--- src/rtl/mat_stream_collect.sv ---
// mat_stream_collect
//   Gathers a row-major stream of matrix elements into the flattened bus
//   consumed by the combinational determinant stage. A collect register
//   assembles the next frame while an output register holds the previous one
//   stable on a valid/ready handshake. Frames whose in_last marker does not
//   line up with the final element are discarded and counted.
//
// Ports
//   clk         rising-edge clock
//   rst         synchronous active-high reset
//   in_data     current element (two's complement, passed through)
//   in_valid    in_data valid
//   in_last     final element of a frame, qualified by in_valid
//   in_ready    element can be accepted this cycle
//   out_matrix  flattened matrix, element k at [k*DATA_WIDTH +: DATA_WIDTH]
//   out_valid   out_matrix holds a complete frame
//   out_ready   downstream takes out_matrix this cycle
//   frame_err   one-cycle pulse: a frame was discarded
//   err_cnt     saturating count of discarded frames
module mat_stream_collect #(
    parameter int DATA_WIDTH  = 8,
    parameter int MATRIX_SIZE = 3
) (
    input  logic                                            clk,
    input  logic                                            rst,
    input  logic [DATA_WIDTH-1:0]                           in_data,
    input  logic                                            in_valid,
    input  logic                                            in_last,
    output logic                                            in_ready,
    output logic [MATRIX_SIZE*MATRIX_SIZE*DATA_WIDTH-1:0]   out_matrix,
    output logic                                            out_valid,
    input  logic                                            out_ready,
    output logic                                            frame_err,
    output logic [7:0]                                      err_cnt
);

    localparam int NELEM = MATRIX_SIZE * MATRIX_SIZE;
    localparam int IDX_W = $clog2(NELEM);
    localparam int MAT_W = NELEM * DATA_WIDTH;
    localparam logic [IDX_W-1:0] LAST_IDX = IDX_W'(NELEM - 1);

    localparam logic [0:0] COLLECT = 1'b0;
    localparam logic [0:0] HOLD    = 1'b1;

    function automatic logic [7:0] sat_inc(input logic [7:0] v);
        return (v == 8'hFF) ? v : v + 8'd1;
    endfunction

    logic [0:0]       state_p0;
    logic [IDX_W-1:0] idx_p0;
    logic [MAT_W-1:0] coll_p0;
    logic [MAT_W-1:0] coll_next;
    logic [MAT_W-1:0] mat_p1;
    logic             vld_p1;
    logic             err_p1;
    logic [7:0]       cnt_p1;

    logic accept;
    logic at_end;
    logic bad;
    logic xfer;

    // Ready is gated by rst directly so it is low for the whole reset cycle.
    assign in_ready = ~rst & (state_p0 == COLLECT);
    assign accept   = in_valid & in_ready;
    assign at_end   = (idx_p0 == LAST_IDX);
    // Malformed when the marker and the final slot disagree.
    assign bad      = accept & (in_last != at_end);
    assign xfer     = vld_p1 & out_ready;

    // Collect buffer with the incoming element already placed, so a completing
    // frame can be forwarded to the output register in the same cycle.
    always_comb begin
        coll_next = coll_p0;
        coll_next[int'(idx_p0)*DATA_WIDTH +: DATA_WIDTH] = in_data;
    end

    // Stage p0 -> p1: collect register to output register
    always_ff @(posedge clk) begin
        if (rst) begin
            state_p0 <= COLLECT;
            idx_p0   <= '0;
            coll_p0  <= '0;
            mat_p1   <= '0;
            vld_p1   <= 1'b0;
            err_p1   <= 1'b0;
            cnt_p1   <= 8'd0;
        end else begin
            err_p1 <= bad;
            if (bad) begin
                cnt_p1 <= sat_inc(cnt_p1);
            end
            // Drop valid after a transfer; a simultaneous load below wins.
            if (xfer) begin
                vld_p1 <= 1'b0;
            end
            if (state_p0 == COLLECT) begin
                if (accept) begin
                    if (bad) begin
                        idx_p0 <= '0;
                    end else begin
                        coll_p0 <= coll_next;
                        if (at_end) begin
                            idx_p0 <= '0;
                            if (!vld_p1 || out_ready) begin
                                mat_p1 <= coll_next;
                                vld_p1 <= 1'b1;
                            end else begin
                                state_p0 <= HOLD;
                            end
                        end else begin
                            idx_p0 <= idx_p0 + IDX_W'(1);
                        end
                    end
                end
            end else begin
                // Completed frame parked in the collect buffer until the
                // output register frees up.
                if (xfer) begin
                    mat_p1   <= coll_p0;
                    vld_p1   <= 1'b1;
                    state_p0 <= COLLECT;
                end
            end
        end
    end

    assign out_matrix = mat_p1;
    assign out_valid  = vld_p1;
    assign frame_err  = err_p1;
    assign err_cnt    = cnt_p1;

endmodule
--- config.mk ---
export PLATFORM = sky130hd
export DESIGN_NAME = mat_stream_collect
export DESIGN_NICKNAME = d
export VERILOG_FILES = /design/src/rtl/mat_stream_collect.sv
export SDC_FILE = /design/constraint.sdc
export NUM_CORES = 1
export LEC_CHECK = 0
export ABC_AREA = 1
export CAP_MARGIN = 40
export CORE_MARGIN = 10
export CORE_UTILIZATION = 35
export CTS_BUF_LIST = sky130_fd_sc_hd__clkbuf_4 sky130_fd_sc_hd__clkbuf_8 sky130_fd_sc_hd__clkbuf_16
export DETAILED_ROUTE_END_ITERATION = 16
export SLEW_MARGIN = 20
export SYNTH_ARGS = -nofsm -noshare
export SYNTH_HDL_FRONTEND = slang
export SYNTH_SLANG_ARGS = --single-unit
export TNS_END_PERCENT = 20
--- constraint.sdc ---
create_clock -name clk -period 2.2 [get_ports clk]
set_input_delay 0.22 -clock clk [delete_from_list [all_inputs] [get_ports clk]]
set_output_delay 0.22 -clock clk [all_outputs]
set_load 0.02 [all_outputs]
== Yosys cells after proc, flatten, opt, wreduce, memory -nomap -nowiden ==
Cells that the tools add are included.
Word-level totals
  output and inout port bits: 83
  input bits: 13
  register bits: 159
Operators by class
  eq/ne operators: 5
  mux-type cells: 22
  $add $sub $neg: 3
  shift-type cells: 2
  reduce and logical (&&, ||, !) cells: 9
  bitwise logic cells: 8
Operators with widths (count)
  $mux W72: 6
  $bwmux W72: 1
  $shift A8 B33 Y72 const A: 1
  $shiftx A8 B33 Y72: 1
  $neg A7 Y33: 1
  $mux W1: 13
  $add A8 B1 Y8 const B: 1
  $eq A8 B8 Y1 const B: 1
  $mux W4: 2
  $reduce_bool A2 Y1: 3
  $reduce_and A5 Y1: 1
  $add A4 B1 Y4 const B: 1
  $and A1 B1 Y1: 4
  $eq A4 B4 Y1 const B: 1
  $not A1 Y1: 4
  $reduce_and A2 Y1: 2
  $reduce_and A3 Y1: 1
  $ne A2 B1 Y1 const B: 1
  $ne A2 B2 Y1 const B: 1
  $logic_not A1 Y1: 1
  $logic_or A1 B1 Y1: 1
  $ne A1 B1 Y1: 1

== Depth between registers and ports, before layout ==
Gate-level depths: netlist of the first run.
  depth after elaboration: 8
  mapped depth: 14

== Worst setup path after synthesis of the first run ==
No wires, ideal clock.
  path type: reg-to-reg
  from: register idx_p0[0]
  to: register coll_p0[2]
  data required time: 2.087 ns
  library setup time: 0.113 ns
  arrival time: 1.907 ns
  stages on the path, launching flop included: 14
  slack: 0.180 ns
  buffers on the path: 1
  path through: dfxtp_1 > inv_2 > nand2_1 > inv_1 > ha_1 > inv_2 > nand2_1 > nor2_1 > nand4_2 > buf_2 > nand2_1 > o21ai_0 > o21ai_1 > inv_1
On the way
  longest elaborated chain between the ends: 5
  elaborated cells on any way between the ends: 9
  those cells by class: add/sub: 1; eq/ne: 2; shift: 2; mux: 1; bitwise: 2; reduce/logical: 1
Ends and longest elaborated chain
  start: declaration: RTL line 50  | logic [IDX_W-1:0] idx_p0;
  start signal: assignment: RTL line 112  | idx_p0 <= idx_p0 + IDX_W'(1);
  branches (longest 5 deep; another with $neg A7 Y33)
  end signal: assignment: RTL line 102  | coll_p0 <= coll_next;
  end: declaration: RTL line 51  | logic [MAT_W-1:0] coll_p0;
Several ways; the timed one is not identified.
A chain may end at the register's enable or synchronous reset.

== Final worst setup path of the first run ==
  from: register idx_p0[1]
  to: register mat_p1[31] (netlist: out_matrix[31])
On the way
  longest elaborated chain between the ends: 8
  elaborated cells on any way between the ends: 15
  those cells by class: add/sub: 1; eq/ne: 3; shift: 2; mux: 6; bitwise: 1; reduce/logical: 2
Ends and longest elaborated chain
  $neg A7 Y33: RTL line 75  | coll_next[int'(idx_p0)*DATA_WIDTH +: DATA_WIDTH] = in_data;
  $shiftx A8 B33 Y72 or $shift A8 B33 Y72 (tied branches): RTL line 75
  $bwmux W72: RTL line 75
  $mux W72: RTL line 105  | if (!vld_p1 || out_ready) begin
  $mux W72: RTL line 103  | if (at_end) begin
  $mux W72: RTL line 99  | if (bad) begin
  $mux W72: RTL line 98  | if (accept) begin
  $mux W72: RTL line 97  | if (state_p0 == COLLECT) begin
  end signal: assignment: RTL line 106  | mat_p1 <= coll_next;
  end signal: assignment: RTL line 120  | mat_p1 <= coll_p0;
  end: declaration: RTL line 53  | logic [MAT_W-1:0] mat_p1;
Parallel ways exist; a longest one is shown, timed or not. The select of a mux whose other input is x is not followed.

==> results of run 1 <==
==> synthesized netlist by cell type (2+ instances only) <==
library cell  count
ha_1              6
or2_1             3
o211ai_1          4
or2_2            13
dfxtp_1         159
nand3_2           4
nand3_1          67
buf_6             3
nor2_4            2
nor2_2            3
a211oi_1          2
nor3_1            4
o21ai_1          14
xnor2_1           2
nand4_1          13
nand2_1         383
nand2_2           3
o21ai_0          75
buf_2            23
inv_1           217
clkbuf_1         44
inv_2             8
buf_1             5
a21oi_1         223
nor2_1           65
==> where the power goes <==
part	total [W]	switching, W	internal (W)
clock	0.00316	0.00134	0.00183
combinational	0.000669	0.000431	0.000238
sequential	0.00299	0.0000441	0.00295
==> state kept, by name (all words and copies together), names as in the netlist <==
| signal | cells |
|---|---|
| coll_p0 | 72 |
| out_matrix | 72 |
| err_cnt | 8 |
| idx_p0 | 4 |
| frame_err | 1 |
| out_valid | 1 |
| state_p0 | 1 |
==> per-stage QoR <==
stage          hold slack (ns)  utilization, %
2_1_floorplan           0.3156               -
3_3_place_gp            0.5015           42.12
3_5_place_dp            0.5024           42.12
4_1_cts                 0.2260           44.71
5_1_grt                 0.2506           44.76
6_report                0.2363           44.76
==> kinds of logic after synthesis <==
kind of cell    after synthesis
compound gates              319
buf+inv                     301
flops                       159
fa+ha+maj                     6
xor+xnor                      3
simple gates                565
==> layout make-up <==
class | instances | area, sq um
clock inverter | 14 | 181.4
inverter | 225 | 844.6
sequential | 159 | 3184
tap | 319 | 399.1
clock buffer | 18 | 432.9
fill | 2527 | 13080
multi-input combinational | 893 | 4130
timing repair buffer | 146 | 1429
==> final timing paths <==
check / from / endpoint / depth (start not counted)
setup / recovery: idx_p0[1]$_SDFFE_PP0P_ / out_matrix[31]$_SDFFE_PP0P_ / 8
hold / removal: rst / out_matrix[2]$_SDFFE_PP0P_ / 4
setup reg to reg: idx_p0[1]$_SDFFE_PP0P_ / out_matrix[31]$_SDFFE_PP0P_ / 8
hold reg to reg: out_valid$_SDFF_PP0_ / state_p0$_SDFF_PP0_ / 1
==> critical path: stages, from the launching register on <==
cell and delay [ns]:
dfxtp_1 0.41, inv_1 0.10, ha_2 0.32, nor2_1 0.12, inv_1 0.13, nor2_1 0.37
o21ai_0 0.19, or2_1 0.24, a21oi_1 0.11
==> what timing repair did <==
| item | CTS | global route |
|---|---|---|
| setup endpoints to repair | 0 | 50 |
| setup buffers | 0 | 0 |
| resized for setup | 0 | 7 |
==> layout by cell type (no fill, tap or decap), drive strengths merged, types with 15 or more instances in the layout <==
master	instances
clkbuf	18
or2	16
a21oi	223
inv	231
nand4	15
nand2	386
o21ai	89
nand3	71
clkdlybuf4s50	94
buf	52
dfxtp	159
nor2	71
==> metal layers <==
metal  share of wire, %  up-vias  global-route usage, %  wire length (um)
met2                 45      230                  26.62             11670
met5                  0        -                      0                 0
li1                   -     4412                      -                 -
met3                5.4       40                  3.624              1394
met1                 47     3810                  21.62             12070
met4                2.6        0                  6.288               677
==> impl.org, run 1 <==
** Worst setup path
- CP Launch Type :: flip-flop
- Maximum fanout along the worst path :: 8
- Register-to-register setup slack :: about 0.14 ns
- Required @ worst endpoint :: 2.57 ns
- Worst Setup End Kind :: flip-flop
- Data arrives at the worst endpoint at approximately 2.4 ns.
- The critical path is of the flip-flop to flip-flop type.

** Yosys
- In this run, synthesis inferred 0 flip-flops with an integrated enable.
- Biggest area contributors in the synthesized netlist :: dfxtp_1 38%, nand2_1 17%, a21oi_1 13%
- Largest family of logic cells by synthesized area :: simple AND/OR/NAND/NOR gates
- Measured against the total synthesized area, the mux share comes to 0%.
- Leading area contributor after synthesis :: dfxtp_1
- Counting distinct cell types in the post-synthesis netlist gives 33.
- Of the total synthesized cell area, the portion taken by AND, OR, NAND and NOR gates is roughly 28%.
- Of the post-synthesis cell area, the dominant cell type holds between 30% and 40%.
- After Yosys synthesis, XOR and XNOR cells account for less than 1% of the synthesized area.
- Yosys printed 0 warnings.
- After synthesis the netlist holds a flip-flop and latch count of 159.
- Syn Std Cell Area :: 8478 sq um
- Synthesis produced a netlist whose cell count is roughly 1400.
- In the synthesized netlist the dominant register cell turns out to be dfxtp_1.
- Synthesis produced a netlist with a net count of between 1000 and 1500.
- Avg Synthesized Cell Area :: ~6.3 sq um
- Fraction of the mapped netlist area in compound gates :: 19.02%
- After synthesis, flip-flops and latches occupy 37.54% of the total area.
- After Yosys synthesis, full adders, half adders and majority gates account for less than 1% of the synthesized area.
- In the synthesized netlist the async set-or-reset flop fraction comes to 0%.

** Min path
- Worst hold-check path type :: primary input to flip-flop

** Die
- Cell Rows :: between 50 and 60
- Measured along the x axis, the die boundary spans approximately 180 um.
- In this run the count of I/O pins placed on the die edge is 96.
- Die height :: approximately 180 um
- Effective utilization at floorplan :: 35.80%
- Placeable core area :: 23680 sq um
- The die covers between 30000 and 40000 sq um.

** STA
- For this run, the top clock speed supported by timing is 486.2 MHz.
- The final hold violation count is 0.
- At the pin with the least slew margin, the transition time is 0.7235 ns.
- Headroom to the max-slew limit came out at 51.77%.
- Number of pins exceeding their max-slew limit in the final report :: 0
- Setup repair after global routing missed its margin :: yes
- In the finished design, the share of the clock period the worst path needs comes to 93.48%.
- Clock Skew :: ~0.009 ns
- Number of setup violations in the final report :: 0
- Final critical delay including setup and external delays :: ~2 ns
- In the post-route analysis, the smallest setup slack over all paths is about 0.14 ns.
- Sum of negative setup slack :: 0 ns

** Clocking
- Max H-tree Level :: 4
- Clock insertion delay at the later pin of the skew report :: roughly 0.44 ns
- TritonCTS Sinks :: 159
- CTS Hold Buffers Added :: 0
- Clock root buffer master :: clkbuf_16
- Post-CTS clock slew at the launch and capture registers of the worst setup and hold paths :: about 0.07 ns
- The clock passes through at most 2 buffers.
- Counting the buffers created by CTS gives 17.
- CTS tree :: yes

** Placed design
- Including well taps, the total number of placed cells is around 1700.
- During placement, the flow inserted port buffers numbering 95.
- Detailed placement ended at an HPWL of 17.54 mm.
- Before CTS, the worst setup slack after placement is approximately 0.11 ns.
- Summing all placed instances gives a cell area of 9975 sq um.
- Weighted congestion reported at the end of routability-driven placement :: about 0.89

** Layout
- In the final design database the tool counted between 1000 and 1500 nets.
- Final non-filler cell total :: about 1800
- 0 antenna diodes ended up in the layout.
- Once layout is done, the placed cells without fillers occupy between 10000 and 15000 sq um.
- Fraction of layout cells with a size suffix above 1 :: under 10%
- Area overhead of the layout relative to synthesis :: 25.04%

** Route
- Via/cell ratio :: approximately 4.8
- In the routed design, unresolved DRC markers number 0.
- First-iteration detailed-routing DRC count :: 672
- In this run the remaining antenna-violating nets after routing total 0.
- Wire per inst :: 14.55 um
- Detailed-route via count :: approximately 8500
- Wires add up to around 26 mm.
- Iteration count of the initial detailed-routing pass :: 5

** Power
- In this run the static leakage power is roughly 5 nW.
- The design draws 0.006823 W.
- IR analysis of the VDD net gives a maximum drop of around 0.5 mV.
- Power per Cell Area :: around 640 nW/um^2

** Outcome
- The run finished with clean final reports.

** Job
- Max-capacitance violation count :: 0

** GRT
- The via count of the first global-routing pass was 7904.
- Antenna violations before repair :: 0
- Global routing used roughly 17% of the available tracks.
- Entering global routing, the biggest net connects 56 pins.
- The first global-routing pass estimated about 42 mm of wire.
- For this run the aggregate overflow at the end of global routing stands at 0.
Power figures use the tool's default switching activity.
==> inputs of run 2 (changes only) <==
--- a/config.mk
+++ b/config.mk
@@ -11,6 +11,7 @@
 export CORE_UTILIZATION = 35
 export CTS_BUF_LIST = sky130_fd_sc_hd__clkbuf_4 sky130_fd_sc_hd__clkbuf_8 sky130_fd_sc_hd__clkbuf_16
 export DETAILED_ROUTE_END_ITERATION = 16
+export GPL_TIMING_DRIVEN = 0
 export SLEW_MARGIN = 20
 export SYNTH_ARGS = -nofsm -noshare
 export SYNTH_HDL_FRONTEND = slang
==> impl.org, run 2 (synthesis gave the netlist of run 1 again) <==
** Outcome
- The flow ran to the end, and the final reports show no timing, DRC or antenna violations.

** Layout
- Most common cell after layout, fill and taps aside :: nand2_1
- The top cell types in the final layout, fill and taps aside, are 380 x nand2_1, 221 x a21oi_1, 215 x inv_1.
- Fraction of layout cells with a size suffix above 1 :: about a tenth
- After the last flow step, the layout net total stands at about 1500.
- Final non-filler cell total :: approximately 1800
- Area overhead of the layout relative to synthesis :: 25.46%
- The repair_antennas step left the layout with diodes totalling 0.

** Min path
- The worst hold path was traced through 2 stages.
- Source of the worst hold timing path :: out_ready
- Worst hold-check path type :: primary input to flip-flop
- Worst hold endpoint :: state_p0$_SDFF_PP0_

** Route
- Via/cell ratio :: between 4 and 5
- Wire per inst :: ~16 um
- The detail route stage leaves a number of antenna-violating nets equal to 0.
- In the routed design, unresolved DRC markers number 0.
- In this run, the number of DRC markers left after iteration 0 of detailed routing was ~700.
- After detailed routing, the total wire length is 28.78 mm.
- Iteration count of the initial detailed-routing pass :: 5
- Detailed-route via count :: 8764

** STA
- For the pin with the worst max-slew slack, the measured transition is approximately 0.74 ns.
- Sum of negative setup slack :: 0 ns
- The worst pin sits at a relative slew slack of 50.36%.
- Number of setup violations in the final report :: 0
- Static timing analysis puts the maximum clock frequency at approximately 480 MHz.
- The final count of pins violating max slew came to 0.
- Counting I/O delays and the setup requirement, the final critical path takes between 2 and 2.5 ns.
- Dividing the final minimum period by the clock period gives 95.08%.
- Tightest hold margin :: ~0.37 ns
- Setup slack closes at 0.1082 ns.
- Across the routed clock network, the largest skew measured is between 0.008 and 0.009 ns.
- The final hold violation count came to 0.

** Power
- Leak :: between 4 and 5 nW
- Power per Cell Area :: 627.6 nW/um^2
- Across the VDD grid, the largest voltage drop is between 0.4 and 0.5 mV.
- Summing internal, switching and leakage power gives between 0.006 and 0.007 W.

** GRT
- Global route overflow :: 0
- The first global-routing pass estimated 44.91 mm of wire.
- The via count of the first global-routing pass came to between 8000 and 9000.
- The initial antenna violation count came to 0.
- For this run, the total global-route usage over all layers was measured as 18.30%.
- Pin count of the biggest net entering global routing :: 17

** Die
- Total die area :: between 30000 and 40000 sq um
- In this run the standard cell core region covers around 24000 sq um.
- Row generation in the floorplan step produced between 50 and 60 rows.
- The initial utilization of the core area, before any placement, comes to 35.80%.
- Die height :: around 180 um
- The die is between 150 and 200 um wide.
- Number of top-level pins :: 96

** Worst setup path
- At the worst endpoint, the arrival time is about 2.4 ns.
- Start point of the critical path :: idx_p0[1]$_SDFFE_PP0P_
- Register-to-register setup slack :: 0.11 ns
- Required @ worst endpoint :: 2.53 ns
- CP Launch Type :: flip-flop
- The worst register-to-register path has a depth of 9.
- The endpoint identified for the worst register-to-register timing path is out_matrix[48]$_SDFFE_PP0P_.
- Worst Setup Path Type :: flip-flop to flip-flop
- Along the worst path, the maximum fanout reaches 10.
- Worst Setup End Kind :: flip-flop
- Worst flop-to-flop path startpoint :: idx_p0[1]$_SDFFE_PP0P_

** Clocking
- Clock insertion delay at the later pin of the skew report :: around 0.44 ns
- Post-CTS clock slew at the launch and capture registers of the worst setup and hold paths :: 0.07 ns
- CTS placed an instance of clkbuf_16 at the clock tree root.
- Max H-tree Level :: 4
- TritonCTS built the clock tree.
- The tree built by TritonCTS fans out to ~160 sinks.
- Maximum root-to-sink buffer count :: 2
- Counting the buffers created by CTS gives 17.
- In this run, post-CTS hold repair placed 0 buffers.

** Placed design
- After legalization and detailed placement, the total HPWL measured between 20 and 25 mm.
- Count of port buffers added during placement :: 95
- At the end of routability-driven placement, the weighted congestion stood at roughly 0.95.
- OpenSTA, run right after detailed placement, puts the worst setup slack at -0.3200 ns.
- Including well taps, the total number of placed cells is around 1800.

** Job
- Max-capacitance violation count :: 0
-- run 2: cell types whose count changed in the layout (fill, tap and decap cells not counted), sizes merged --
cell and delta:
clkdlybuf4s50 +1, buf -22, clkinv -1, nand3 +1, clkbuf +51, clkinvlp +1, bufinv -2, inv +1
-- run 2: final cells by class --
cell class | count | area (sq um)
flip-flops and latches | 159 | 3191
multi-input cells | 894 | 4235
clock buffers | 19 | 452.9
clock inverters | 13 | 127.6
repair buffers | 99 | 980.9
inverters | 225 | 849.6
well taps | 319 | 399.1
plain buffers | 76 | 400.4
fillers | 2529 | 13050
-- run 2: timing repair --
action | CTS | global route
setup endpoints to repair | 144 | 147
gates resized for setup | 30 | 46
endpoints found under the hold margin | 0 | 0
buffers inserted | 1 | 3
pin swaps | 1 | 3
gates cloned | 0 | 1
-- run 2: power breakdown --
group | total, W | internal (W) | switching (W) | leakage [nW]
Combinational | 0.000685 | 0.000228 | 0.000457 | 3.37
Sequential | 0.00300 | 0.00295 | 0.0000485 | 1.29
Clock | 0.00299 | 0.00164 | 0.00135 | 0.278
Total | 0.00668 | 0.00482 | 0.00186 | 4.94
-- run 2: critical path: stages (launching register included) --
cell     delay, ns
dfxtp_2       0.35
inv_1         0.14
ha_4          0.18
nand3_1       0.16
o21ai_4       0.26
nand3_4       0.19
buf_6         0.22
buf_4         0.19
a21oi_1       0.17
a21oi_1       0.10
-- run 2: layer usage --
metal,track usage (%),vias to the layer above,routed length (um)
met3,3.860,46,1802
li1,-,4485,-
met1,24.16,3968,13290
met5,0,-,0
met2,29.10,265,13010
met4,5.899,0,685
-- run 2: stage by stage --
step / utilization [%] / area, sq um
after floorplan: - / 8478
after global routing: 44.91 / 10640
final: 44.91 / 10640
after CTS: 44.35 / 10500
after global placement: 41.50 / 9828
after detailed placement: 41.50 / 9828
-- run 2: how the worst max path moves through the flow --
stage	to	slack (ns)
finish	out_matrix[48]$_SDFFE_PP0P_	0.11
detailed placement	out_matrix[48]$_SDFFE_PP0P_	-0.32
CTS	coll_p0[3]$_SDFFE_PP0P_	-0.06
global placement	out_matrix[48]$_SDFFE_PP0P_	-0.35
floorplan	coll_p0[2]$_SDFFE_PP0P_	0.18
global route	coll_p0[34]$_SDFFE_PP0P_	-0.01
